[src/rtl/pipeline_sequencer_if.sv]
// Pipeline control bundle between the hazard/decode/memory side and the
// stall/flush/halt sequencer.
interface pipeline_sequencer_if #(
  parameter int CNT_W = 16
);
  logic             hazard_stall;
  logic             branch_taken;
  logic             halt_dec;
  logic             imem_busy;
  logic             dmem_busy;
  logic             pc_we;
  logic             if_id_we;
  logic             if_id_flush;
  logic             id_ex_we;
  logic             id_ex_flush;
  logic             ex_mem_we;
  logic             mem_wb_we;
  logic             halted;
  logic [CNT_W-1:0] stall_cycles;
  logic [CNT_W-1:0] flush_count;

  modport master (
    output hazard_stall, branch_taken, halt_dec, imem_busy, dmem_busy,
    input  pc_we, if_id_we, if_id_flush, id_ex_we, id_ex_flush,
           ex_mem_we, mem_wb_we, halted, stall_cycles, flush_count
  );

  modport slave (
    input  hazard_stall, branch_taken, halt_dec, imem_busy, dmem_busy,
    output pc_we, if_id_we, if_id_flush, id_ex_we, id_ex_flush,
           ex_mem_we, mem_wb_we, halted, stall_cycles, flush_count
  );
endinterface

[src/rtl/pipeline_sequencer.sv]
// Stall/flush/halt sequencer for the five-stage pipeline with halt drain FSM.
// SEQ_PERF_CNT_EN enables the saturating stall/flush performance counters.
//
// state   | meaning
// S_RUN   | normal issue; stall/flush/redirect priority decode
// S_DRAIN | HLT past ID, retiring in-flight instructions
// S_HALT  | pipeline empty, all registers frozen until rst
module pipeline_sequencer #(
  parameter int DRAIN_CYCLES = 3,
  parameter int CNT_W        = 16
) (
  input  logic                 clk,
  input  logic                 rst,
  pipeline_sequencer_if.slave  seq
);
  localparam int CW = $clog2(DRAIN_CYCLES + 1);

  typedef enum logic [1:0] {S_RUN, S_DRAIN, S_HALT} state_t;

  state_t         state_q, state_d;
  logic [CW-1:0]  cnt_q, cnt_d;

  logic pc_we, if_id_we, if_id_flush, id_ex_we, id_ex_flush;
  logic ex_mem_we, mem_wb_we, halted;

  always_ff @(posedge clk) begin
    if (rst) begin
      state_q <= S_RUN;
      cnt_q   <= '0;
    end else begin
      state_q <= state_d;
      cnt_q   <= cnt_d;
    end
  end

  always_comb begin
    state_d     = state_q;
    cnt_d       = cnt_q;
    pc_we       = 1'b0;
    if_id_we    = 1'b0;
    if_id_flush = 1'b0;
    id_ex_we    = 1'b0;
    id_ex_flush = 1'b0;
    ex_mem_we   = 1'b0;
    mem_wb_we   = 1'b0;
    halted      = 1'b0;
    if (rst) begin
      if_id_flush = 1'b1;
      id_ex_flush = 1'b1;
    end else begin
      unique case (state_q)
        S_RUN: begin
          if (seq.dmem_busy) begin
            // global freeze: every register holds
          end else if (seq.hazard_stall) begin
            id_ex_we    = 1'b1;
            id_ex_flush = 1'b1;
            ex_mem_we   = 1'b1;
            mem_wb_we   = 1'b1;
          end else if (seq.halt_dec) begin
            if_id_flush = 1'b1;
            id_ex_we    = 1'b1;
            ex_mem_we   = 1'b1;
            mem_wb_we   = 1'b1;
            state_d     = S_DRAIN;
            cnt_d       = CW'(DRAIN_CYCLES);
          end else if (seq.branch_taken) begin
            // redirect wins over a busy fetch: the pending fetch is discarded
            pc_we       = 1'b1;
            if_id_we    = 1'b1;
            if_id_flush = 1'b1;
            id_ex_we    = 1'b1;
            ex_mem_we   = 1'b1;
            mem_wb_we   = 1'b1;
          end else if (seq.imem_busy) begin
            id_ex_we    = 1'b1;
            id_ex_flush = 1'b1;
            ex_mem_we   = 1'b1;
            mem_wb_we   = 1'b1;
          end else begin
            pc_we     = 1'b1;
            if_id_we  = 1'b1;
            id_ex_we  = 1'b1;
            ex_mem_we = 1'b1;
            mem_wb_we = 1'b1;
          end
        end
        S_DRAIN: begin
          if (!seq.dmem_busy) begin
            id_ex_we    = 1'b1;
            id_ex_flush = 1'b1;
            ex_mem_we   = 1'b1;
            mem_wb_we   = 1'b1;
            if (cnt_q <= CW'(1)) begin
              state_d = S_HALT;
              cnt_d   = '0;
            end else begin
              cnt_d = cnt_q - CW'(1);
            end
          end
        end
        S_HALT: begin
          halted = 1'b1;
        end
        default: begin
          state_d = S_RUN;
          cnt_d   = '0;
        end
      endcase
    end
  end

  logic [CNT_W-1:0] stall_cnt, flush_cnt;

`ifdef SEQ_PERF_CNT_EN
  logic [CNT_W-1:0] stall_cnt_q, flush_cnt_q;

  always_ff @(posedge clk) begin
    if (rst) begin
      stall_cnt_q <= '0;
      flush_cnt_q <= '0;
    end else begin
      if (state_q == S_RUN && !pc_we && stall_cnt_q != '1)
        stall_cnt_q <= stall_cnt_q + CNT_W'(1);
      if (if_id_flush && flush_cnt_q != '1)
        flush_cnt_q <= flush_cnt_q + CNT_W'(1);
    end
  end

  assign stall_cnt = stall_cnt_q;
  assign flush_cnt = flush_cnt_q;
`else
  assign stall_cnt = '0;
  assign flush_cnt = '0;
`endif

  assign seq.pc_we        = pc_we;
  assign seq.if_id_we     = if_id_we;
  assign seq.if_id_flush  = if_id_flush;
  assign seq.id_ex_we     = id_ex_we;
  assign seq.id_ex_flush  = id_ex_flush;
  assign seq.ex_mem_we    = ex_mem_we;
  assign seq.mem_wb_we    = mem_wb_we;
  assign seq.halted       = halted;
  assign seq.stall_cycles = stall_cnt;
  assign seq.flush_count  = flush_cnt;
endmodule

[src/flat_wrapper.sv]
// flat-port wrapper written by rule: the top's interface ports become plain ports
module pipeline_sequencer_flat 
#(
  parameter int DRAIN_CYCLES = 3,
  parameter int CNT_W        = 16
)
  (clk, rst, seq_hazard_stall, seq_branch_taken, seq_halt_dec, seq_imem_busy, seq_dmem_busy, seq_pc_we, seq_if_id_we, seq_if_id_flush, seq_id_ex_we, seq_id_ex_flush, seq_ex_mem_we, seq_mem_wb_we, seq_halted, seq_stall_cycles, seq_flush_count);
  pipeline_sequencer_if #(.CNT_W(CNT_W)) seq_i ();
  input  logic clk;
  input  logic rst;
  input wire logic [$bits(seq_i.hazard_stall)-1:0] seq_hazard_stall;
  input wire logic [$bits(seq_i.branch_taken)-1:0] seq_branch_taken;
  input wire logic [$bits(seq_i.halt_dec)-1:0] seq_halt_dec;
  input wire logic [$bits(seq_i.imem_busy)-1:0] seq_imem_busy;
  input wire logic [$bits(seq_i.dmem_busy)-1:0] seq_dmem_busy;
  output wire logic [$bits(seq_i.pc_we)-1:0] seq_pc_we;
  output wire logic [$bits(seq_i.if_id_we)-1:0] seq_if_id_we;
  output wire logic [$bits(seq_i.if_id_flush)-1:0] seq_if_id_flush;
  output wire logic [$bits(seq_i.id_ex_we)-1:0] seq_id_ex_we;
  output wire logic [$bits(seq_i.id_ex_flush)-1:0] seq_id_ex_flush;
  output wire logic [$bits(seq_i.ex_mem_we)-1:0] seq_ex_mem_we;
  output wire logic [$bits(seq_i.mem_wb_we)-1:0] seq_mem_wb_we;
  output wire logic [$bits(seq_i.halted)-1:0] seq_halted;
  output wire logic [$bits(seq_i.stall_cycles)-1:0] seq_stall_cycles;
  output wire logic [$bits(seq_i.flush_count)-1:0] seq_flush_count;
  assign seq_i.hazard_stall = seq_hazard_stall;
  assign seq_i.branch_taken = seq_branch_taken;
  assign seq_i.halt_dec = seq_halt_dec;
  assign seq_i.imem_busy = seq_imem_busy;
  assign seq_i.dmem_busy = seq_dmem_busy;
  assign seq_pc_we = seq_i.pc_we;
  assign seq_if_id_we = seq_i.if_id_we;
  assign seq_if_id_flush = seq_i.if_id_flush;
  assign seq_id_ex_we = seq_i.id_ex_we;
  assign seq_id_ex_flush = seq_i.id_ex_flush;
  assign seq_ex_mem_we = seq_i.ex_mem_we;
  assign seq_mem_wb_we = seq_i.mem_wb_we;
  assign seq_halted = seq_i.halted;
  assign seq_stall_cycles = seq_i.stall_cycles;
  assign seq_flush_count = seq_i.flush_count;
  pipeline_sequencer #(.DRAIN_CYCLES(DRAIN_CYCLES), .CNT_W(CNT_W)) u_core (.clk(clk), .rst(rst), .seq(seq_i));
endmodule
[config.mk]
export PLATFORM = sky130hd
export DESIGN_NAME = pipeline_sequencer_flat
export DESIGN_NICKNAME = d
export VERILOG_FILES = /design/src/rtl/pipeline_sequencer_if.sv /design/src/rtl/pipeline_sequencer.sv /design/src/flat_wrapper.sv
export SDC_FILE = /design/constraint.sdc
export NUM_CORES = 1
export LEC_CHECK = 0
export ABC_AREA = 1
export CAP_MARGIN = 30
export CORE_MARGIN = 2
export CORE_UTILIZATION = 31
export DETAILED_ROUTE_END_ITERATION = 10
export PLACE_DENSITY_LB_ADDON = 0.12
export SLEW_MARGIN = 20
export SYNTH_ARGS = -nofsm -noshare
export SYNTH_HDL_FRONTEND = slang
export SYNTH_SLANG_ARGS = --single-unit
[constraint.sdc]
create_clock -name clk -period 1.3 [get_ports clk]
set_input_delay 0.13 -clock clk [delete_from_list [all_inputs] [get_ports clk]]
set_output_delay 0.13 -clock clk [all_outputs]
set_load 0.01 [all_outputs]
# --- Word level (Yosys, flattened, before mapping) ---
# Index checks and enable logic that the tools add are counted.
totals:
  register_bits: 4
  inputBits: 7
  output_inout_bits: 40
  wordCells: 53
classes:
  addsub: 1
  order_cmp: 1
  n_eq_ne: 7
  muxes: 37
  bitwise_logic: 1
  reduce_logical: 4
ops:
  columns: ["cell", "n"]
  rows:
  - ["$mux 1", 24]
  - ["$mux 2", 10]
  - ["$pmux 2 s3", 2]
  - ["$ne 2x2->1 const B", 4]
  - ["$reduce_and 6->1", 1]
  - ["$reduce_and 5->1", 1]
  - ["$eq 2x1->1 const B", 1]
  - ["$eq 2x2->1 const B", 1]
  - ["$le 2x1->1 const B", 1]
  - ["$logic_not 2->1", 1]
  - ["$ne 2x1->1 const B", 1]
  - ["$pmux 1 s2", 1]
  - ["$reduce_or 2->1", 1]
  - ["$sub 2x1->2 const B", 1]
  - ["$not 1->1", 1]

# --- Logic depth before layout (Yosys ltp) ---
depth:
  depth_word: 7
  depth_mapped: 6
  ltp_nobuf: 6

# --- Least setup slack after synthesis ---
# Ideal clock, no wire load.
synth_path:
  kind: "flip-flop to output port"
  startpoint: "reg u_core.state_q[1]"
  endpoint: "out seq_pc_we"
  arrival_time_ns: 1.131
  required_time_ns: 1.170
  path_slack_ns: 0.039
  stages_incl_launch_ff: 5
  path_buffers: 1
  path_cell_list: "dfxtp_1 -> nor2_2 -> nand3_1 -> nor4_2 -> buf_4"
synth_via:
  elab_chain_len: 3
synth_lines:
  columns: ["item", "line", "source"]
  rows:
  - ["start: declaration", "pipeline_sequencer.sv:20", "state_t state_q, state_d;"]
  - ["start signal: assignment", "pipeline_sequencer.sv:31", "state_q <= state_d;"]
  - ["$logic_not 2->1", null, null]
  - ["$mux 1 (2 in a row)", null, null]
  - ["end: declaration", "flat_wrapper.sv:16", "output wire logic [$bits(seq_i.pc_we)-1:0] seq_pc_we;"]
# Every way passes these cells.

# --- Final worst setup path ---
layout_path:
  startpoint: "reg u_core.state_q[1]"
  endpoint: "out seq_if_id_we"
layout_via:
  elab_chain_len: 3
layout_lines:
  columns: ["item", "line", "source"]
  rows:
  - ["$logic_not 2->1", "pipeline_sequencer.sv:51", "unique case (state_q)"]
  - ["$mux 1", "pipeline_sequencer.sv:51", null]
  - ["$mux 1", "pipeline_sequencer.sv:47", "if (rst) begin"]
  - ["end: declaration", "flat_wrapper.sv:17", "output wire logic [$bits(seq_i.if_id_we)-1:0] seq_if_id_we;"]
# Every way passes these cells.

==> flow_summary_export.csv <==
group,metric,value,unit
route,dr_total_vias,488,
placed_design,hpwl,856,um
cells_and_area,drive_above_1_share,34.3,%
worst_setup_path,critical_path.startpoint_type,"flop",
route,viasPerCell,3.67,
logic_synthesis,leading_cell_type_by_number_of_instances_after_synthesis,"buf_4",
min_path,min_path_type,"flop to flop",
die,die_y,46.7,um
logic_synthesis,synthDominantAreaCellType,"buf_4",
logic_synthesis,yosys-top-cells-count,"buf_4, inv_1, nand2_1, nand2_2, nand3_1",
timing,timing.clock.skew,0.00683,ns
die,initial_util,32.7,%
clock_tree,path_clk_slew,0.04,ns
power_and_ir_drop,cellLeakagePower,0.380,nW
logic_synthesis,ys_ff_latch,4,
route,drt_iter0_markers,9,
worst_setup_path,timing.critical_path.to_type,"output port",
clock_tree,cts_hold_buf,0,
logic_synthesis,asr_flop_ratio_synth,0,%
clock_tree,clock_tree.root_cell,"clkbuf_4",
worst_setup_path,wp_data_required,1.17,ns
timing,timing.final.max_slew_violations,0,
route,number_of_optimization_iterations_in_the_first_detailed_route_pass,3,
clock_tree,clock_latency,0.24,ns
logic_synthesis,netlist_top_cells_area,"buf_4, dfxtp_1, nand2_2",
placed_design,place.gp.congestion,0.779,
route,drcViolationCount,0,
die,placeableCoreArea,0.00173,mm^2
clock_tree,cts_sinks,4,
clock_tree,cts_made_buffers,3,
logic_synthesis,yosysUniqueCellTypes,17,
worst_setup_path,slowest_stage,"dfxtp_2",
timing,period_share,99.5,%
cells_and_area,final_core_utilization,40.7,%
logic_synthesis,syn_avg_cell_area,6.80,um^2
run_status,outcome,"complete, no violations",
die,die-area,0.00218,mm^2
timing,finalHoldViolCount,0,
global_routing,grt_pass1_vias,416,
route,routed_wire_length_per_instance,7.58,um
clock_tree,cts_tree,"built",
cells_and_area,antenna_cells_inserted,0,
logic_synthesis,yosysWarnings,0,
logic_synthesis,synth.yosys.seq_area_share,14.2,%
logic_synthesis,synth-edff-count,0,
logic_synthesis,mappedNetlistArea,564,um^2
global_routing,grt_max_degree,7,
timing,timing.final.setup_violations,0,
timing,fin_crit,1.29,ns
route,route.antenna.remaining_nets,0,
logic_synthesis,syn-instance-count,83,
power_and_ir_drop,max-vdd-ir-drop,314,uV
global_routing,first_pass_grt_wire_length,1700,um
die,placementRows,15,
global_routing,antenna_found_initial,0,
worst_setup_path,critical_path.max_stage_delay,0.34,ns
worst_setup_path,cp.arrival,1.16,ns
logic_synthesis,synth_top_cell_area_share,46.6,%
die,io_pins,47,
cells_and_area,flow.area_growth_from_synthesis,24.6,%
worst_setup_path,critical-path-top-delay-family,"simple AND/OR/NAND/NOR gates",
worst_setup_path,critical_path_peak_fanout,3,
logic_synthesis,ys_dominant_reg_cell,"dfxtp_1",
clock_tree,cts-htree-levels,1,
global_routing,grtUsageTotal,11.3,%
job,maxCapViolations,0,
cells_and_area,final_area,703,um^2
route,detail_route.wirelength,1010,um
placed_design,place.port_buffers,14,
worst_setup_path,timing.critical_path.buf_inv,1,
clock_tree,largest_buffer_count_on_any_clock_path,2,
cells_and_area,design.final.nets,117,
worst_setup_path,setup.worst_path.class,"flop to output port",
global_routing,grt-ovfl-total,0,
timing,grt_setup_unrepaired,"yes",
power_and_ir_drop,power-per-cell-area,688,mW/mm^2
placed_design,area_after_dpl,668,um^2
worst_setup_path,crit_chain,"nor2_4, nand3_2, nor4_4, buf_2",
timing,max_clk_rate,773,MHz
die,die_x,46.7,um
[final cells by class]
cell class                      count  area (um^2)
Clock buffer                        3         22.5
Fill cell                         196         1020
Inverter                            8         30.0
Multi-Input combinational cell     66          333
Sequential cell                     4         81.3
Tap cell                           25         31.3
Timing Repair Buffer               27          205
[metrics by stage]
step	cells	TNS (ns)	hold WS (ns)	setup WS, ns	power, W
global route	133	-0.213	0.505	-0.0842	0.000528
detailed placement	128	-2.88	0.483	-0.429	0.000323
CTS	132	-0.00369	0.489	-0.00369	0.000480
floorplan	114	0	0.298	0.0393	0.000319
finish	133	0	0.485	0.00618	0.000484
global placement	128	-2.69	0.485	-0.382	0.000323
[sequential cells by signal, indices dropped and copies added (netlist names)]
register        cells
u_core.cnt_q        2
u_core.state_q      2
[layer usage]
| metal | GRT usage, % | wire (um) |
|---|---|---|
| met1 | 13.2 | 415 |
| met2 | 18.1 | 508 |
| met3 | 5.88 | 81 |
| met4 | 3.33 | 4 |
| met5 | 0 | 0 |
[path summary, 6_finish.rpt]
path                     startpoint  cells after the start         endpoint  slack (ns)
setup / recovery  u_core.state_q[1]                      4     seq_if_id_we       0.006
hold / removal      u_core.cnt_q[0]                      2  u_core.cnt_q[0]        0.48
setup reg to reg  u_core.state_q[1]                      7  u_core.cnt_q[1]        0.25
hold reg to reg     u_core.cnt_q[0]                      2  u_core.cnt_q[0]        0.48
[layout by cell type, fill, tap and decap left out, types with 2 or more instances in the layout]
| cell | instances |
|---|---|
| buf_4 | 13 |
| o21ai_1 | 2 |
| a21oi_2 | 2 |
| dlygate4sd2_1 | 6 |
| nor2_1 | 3 |
| nor3_2 | 2 |
| clkdlybuf4s50_1 | 3 |
| conb_1 | 32 |
| inv_2 | 2 |
| dfxtp_1 | 3 |
| nand3_1 | 4 |
| clkbuf_4 | 3 |
| nand2_1 | 6 |
| inv_1 | 6 |
| buf_2 | 5 |
| a21oi_1 | 4 |
| nand2_2 | 5 |
[power by group]
part           leakage [nW]  internal, W  switching [W]
clock                0.0138     0.000104      0.0000572
combinational         0.333    0.0000729       0.000111
sequential           0.0331     0.000131     0.00000729
total                 0.380     0.000308       0.000176
[repair_timing]
item,CTS,global route
pin swaps,1,4
resized for setup,28,4
gates cloned,0,0
setup endpoints to repair,8,5
setup buffers,1,1
[cell families (layout without fill, tap and decap cells)]
group,Yosys count,count (layout),share of synthesized area [%]
compound gates,8,8,8.43
buf+inv,44,38,52.5
flops,4,4,14.2
other cells,1,32,0.665
simple gates,26,26,24.2
[tightest hold or removal path, stage by stage, from the launching register on]
cell     delay (ns)
dfxtp_1        0.32
nand2_2        0.07
a21oi_2        0.04
Power figures use the tool's default switching activity.
==> RTL edit (same settings) <==
`CNT_W` is set to 16 in 3 places; all go to 20.
--- a/src/rtl/pipeline_sequencer_if.sv
+++ b/src/rtl/pipeline_sequencer_if.sv
@@ -2,5 +2,5 @@
 // stall/flush/halt sequencer.
 interface pipeline_sequencer_if #(
-  parameter int CNT_W = 16
+  parameter int CNT_W = 20
 );
   logic             hazard_stall;
--- a/src/rtl/pipeline_sequencer.sv
+++ b/src/rtl/pipeline_sequencer.sv
@@ -8,5 +8,5 @@
 module pipeline_sequencer #(
   parameter int DRAIN_CYCLES = 3,
-  parameter int CNT_W        = 16
+  parameter int CNT_W        = 20
 ) (
   input  logic                 clk,
--- a/src/flat_wrapper.sv
+++ b/src/flat_wrapper.sv
@@ -3,5 +3,5 @@
 #(
   parameter int DRAIN_CYCLES = 3,
-  parameter int CNT_W        = 16
+  parameter int CNT_W        = 20
 )
   (clk, rst, seq_hazard_stall, seq_branch_taken, seq_halt_dec, seq_imem_busy, seq_dmem_busy, seq_pc_we, seq_if_id_we, seq_if_id_flush, seq_id_ex_we, seq_id_ex_flush, seq_ex_mem_we, seq_mem_wb_we, seq_halted, seq_stall_cycles, seq_flush_count);
Ports: changed (resized seq_flush_count and seq_stall_cycles); port bits go from 47 to 55. No check against the original RTL was run, so the function may have changed too.
==> RTL edit against the original RTL <==
- area after synthesis grew 11%
- sequential power barely moved
- global-route usage decreased by 2.1 points
- final cell count is 5.3% higher
- largest power group unchanged
- first-iteration DRC count down 44%
- total power fell by 1.4%
- routed wire length up 3.0%
- sequential cell count stayed put
- fmax is 0.12% lower
- highest routed layer is now met3
- critical path type unchanged
- worst setup slack got worse by 0.0015 ns
- count of clock-buffer cells in the layout is the same
- die area rose by 9.7%
- final area increased by 3.7%
==> RTL edit: results (changes against the original RTL) <==
* Status: finished clean
* Placed insts at 136 (+6.3%)
* Nets at 122 (+4.3%)
* Vias in the first global route at 421 (+1.2%)
* Dpl cell area at 686 um^2 (+2.6%)
* RePlAce Congestion at 0.729 (-6.4%)
* Worst hold slack at 0.490 ns (+0.00527 ns)
* Crit-path max cell delay at 0.33 ns
* Gr usage total at 9.21% (-2.1 points)
* First-pass GRT wire length at 1.75 mm (+2.8%)
* Synth top area cells: buf_4 (52%), dfxtp_1 (13%), nand2_2 (5.0%), nand3_1 (4.0%), inv_1 (3.6%)
* Clock Skew at 0.00535 ns (-0.00148 ns)
* Clk. pwr at 149 uW (-7%)
* Met1 Track Usage GR at 11.2% (-2.0 points)
* Worst Setup EP: seq_pc_we
* Met2 Usage GRT at 14.8% (-3.2 points)
* Switching share of power at 37.0% (+0.62 points)
* Commonest cells in the synthesized netlist: buf_4 (43), inv_1 (6), nand2_1 (6)
* Worst reg2reg path depth at 6 (-1)
* Worst vdd ir at 0.345 mV (+10%)
* Leakage power at 0.000402 uW (+5.7%)
* Met2 wire length at 563 um (+11%)
* Starting DRT DRC Count at 5 (-4)
* Syn Area/Cell at 6.86 um^2 (+0.92%)
* Vias/cell at 3.41 (-6.9%)
* Sequential fraction of the synthesis area at 12.8% (-1.4 points)
* Routed vias at 478 (-2.0%)
* Layout cells sized above 1 at 31.0% (-3.3 points)
==> RTL edit: cell types whose count changed in the layout (fill, tap and decap cells not counted), sizes merged <==
cell / delta
clkbuf: +1
clkdlybuf4s15: +1
conb: +8
clkdlybuf4s50: -1
dlymetal6s2s: +1
buf: -5
==> RTL edit: layout make-up <==
type / instances / area share, %
Inverter: 8 / 4.12
Timing Repair Buffer: 24 / 26.2
Multi-Input combinational cell: 74 / 50.8
Clock buffer: 3 / 3.09
Sequential cell: 4 / 11.1
Tap cell: 27 / 4.63
==> RTL edit: metrics by stage <==
step,util [%],power [uW],setup WS (ns)
finish,38.0,477,0.00468
global route,38.0,514,-0.0686
CTS,38.0,482,-0.116
detailed placement,35.7,329,-0.450
global placement,35.7,329,-0.392
floorplan,-,347,0.0393
==> RTL edit: logic make-up after synthesis <==
logic type	count (synthesis)	share of synthesized area [%]
buffers and inverters	52	57.1
and+or+nand+nor	26	21.8
AOI/OAI and AO/OA	8	7.62
DFF	4	12.8
other	1	0.601
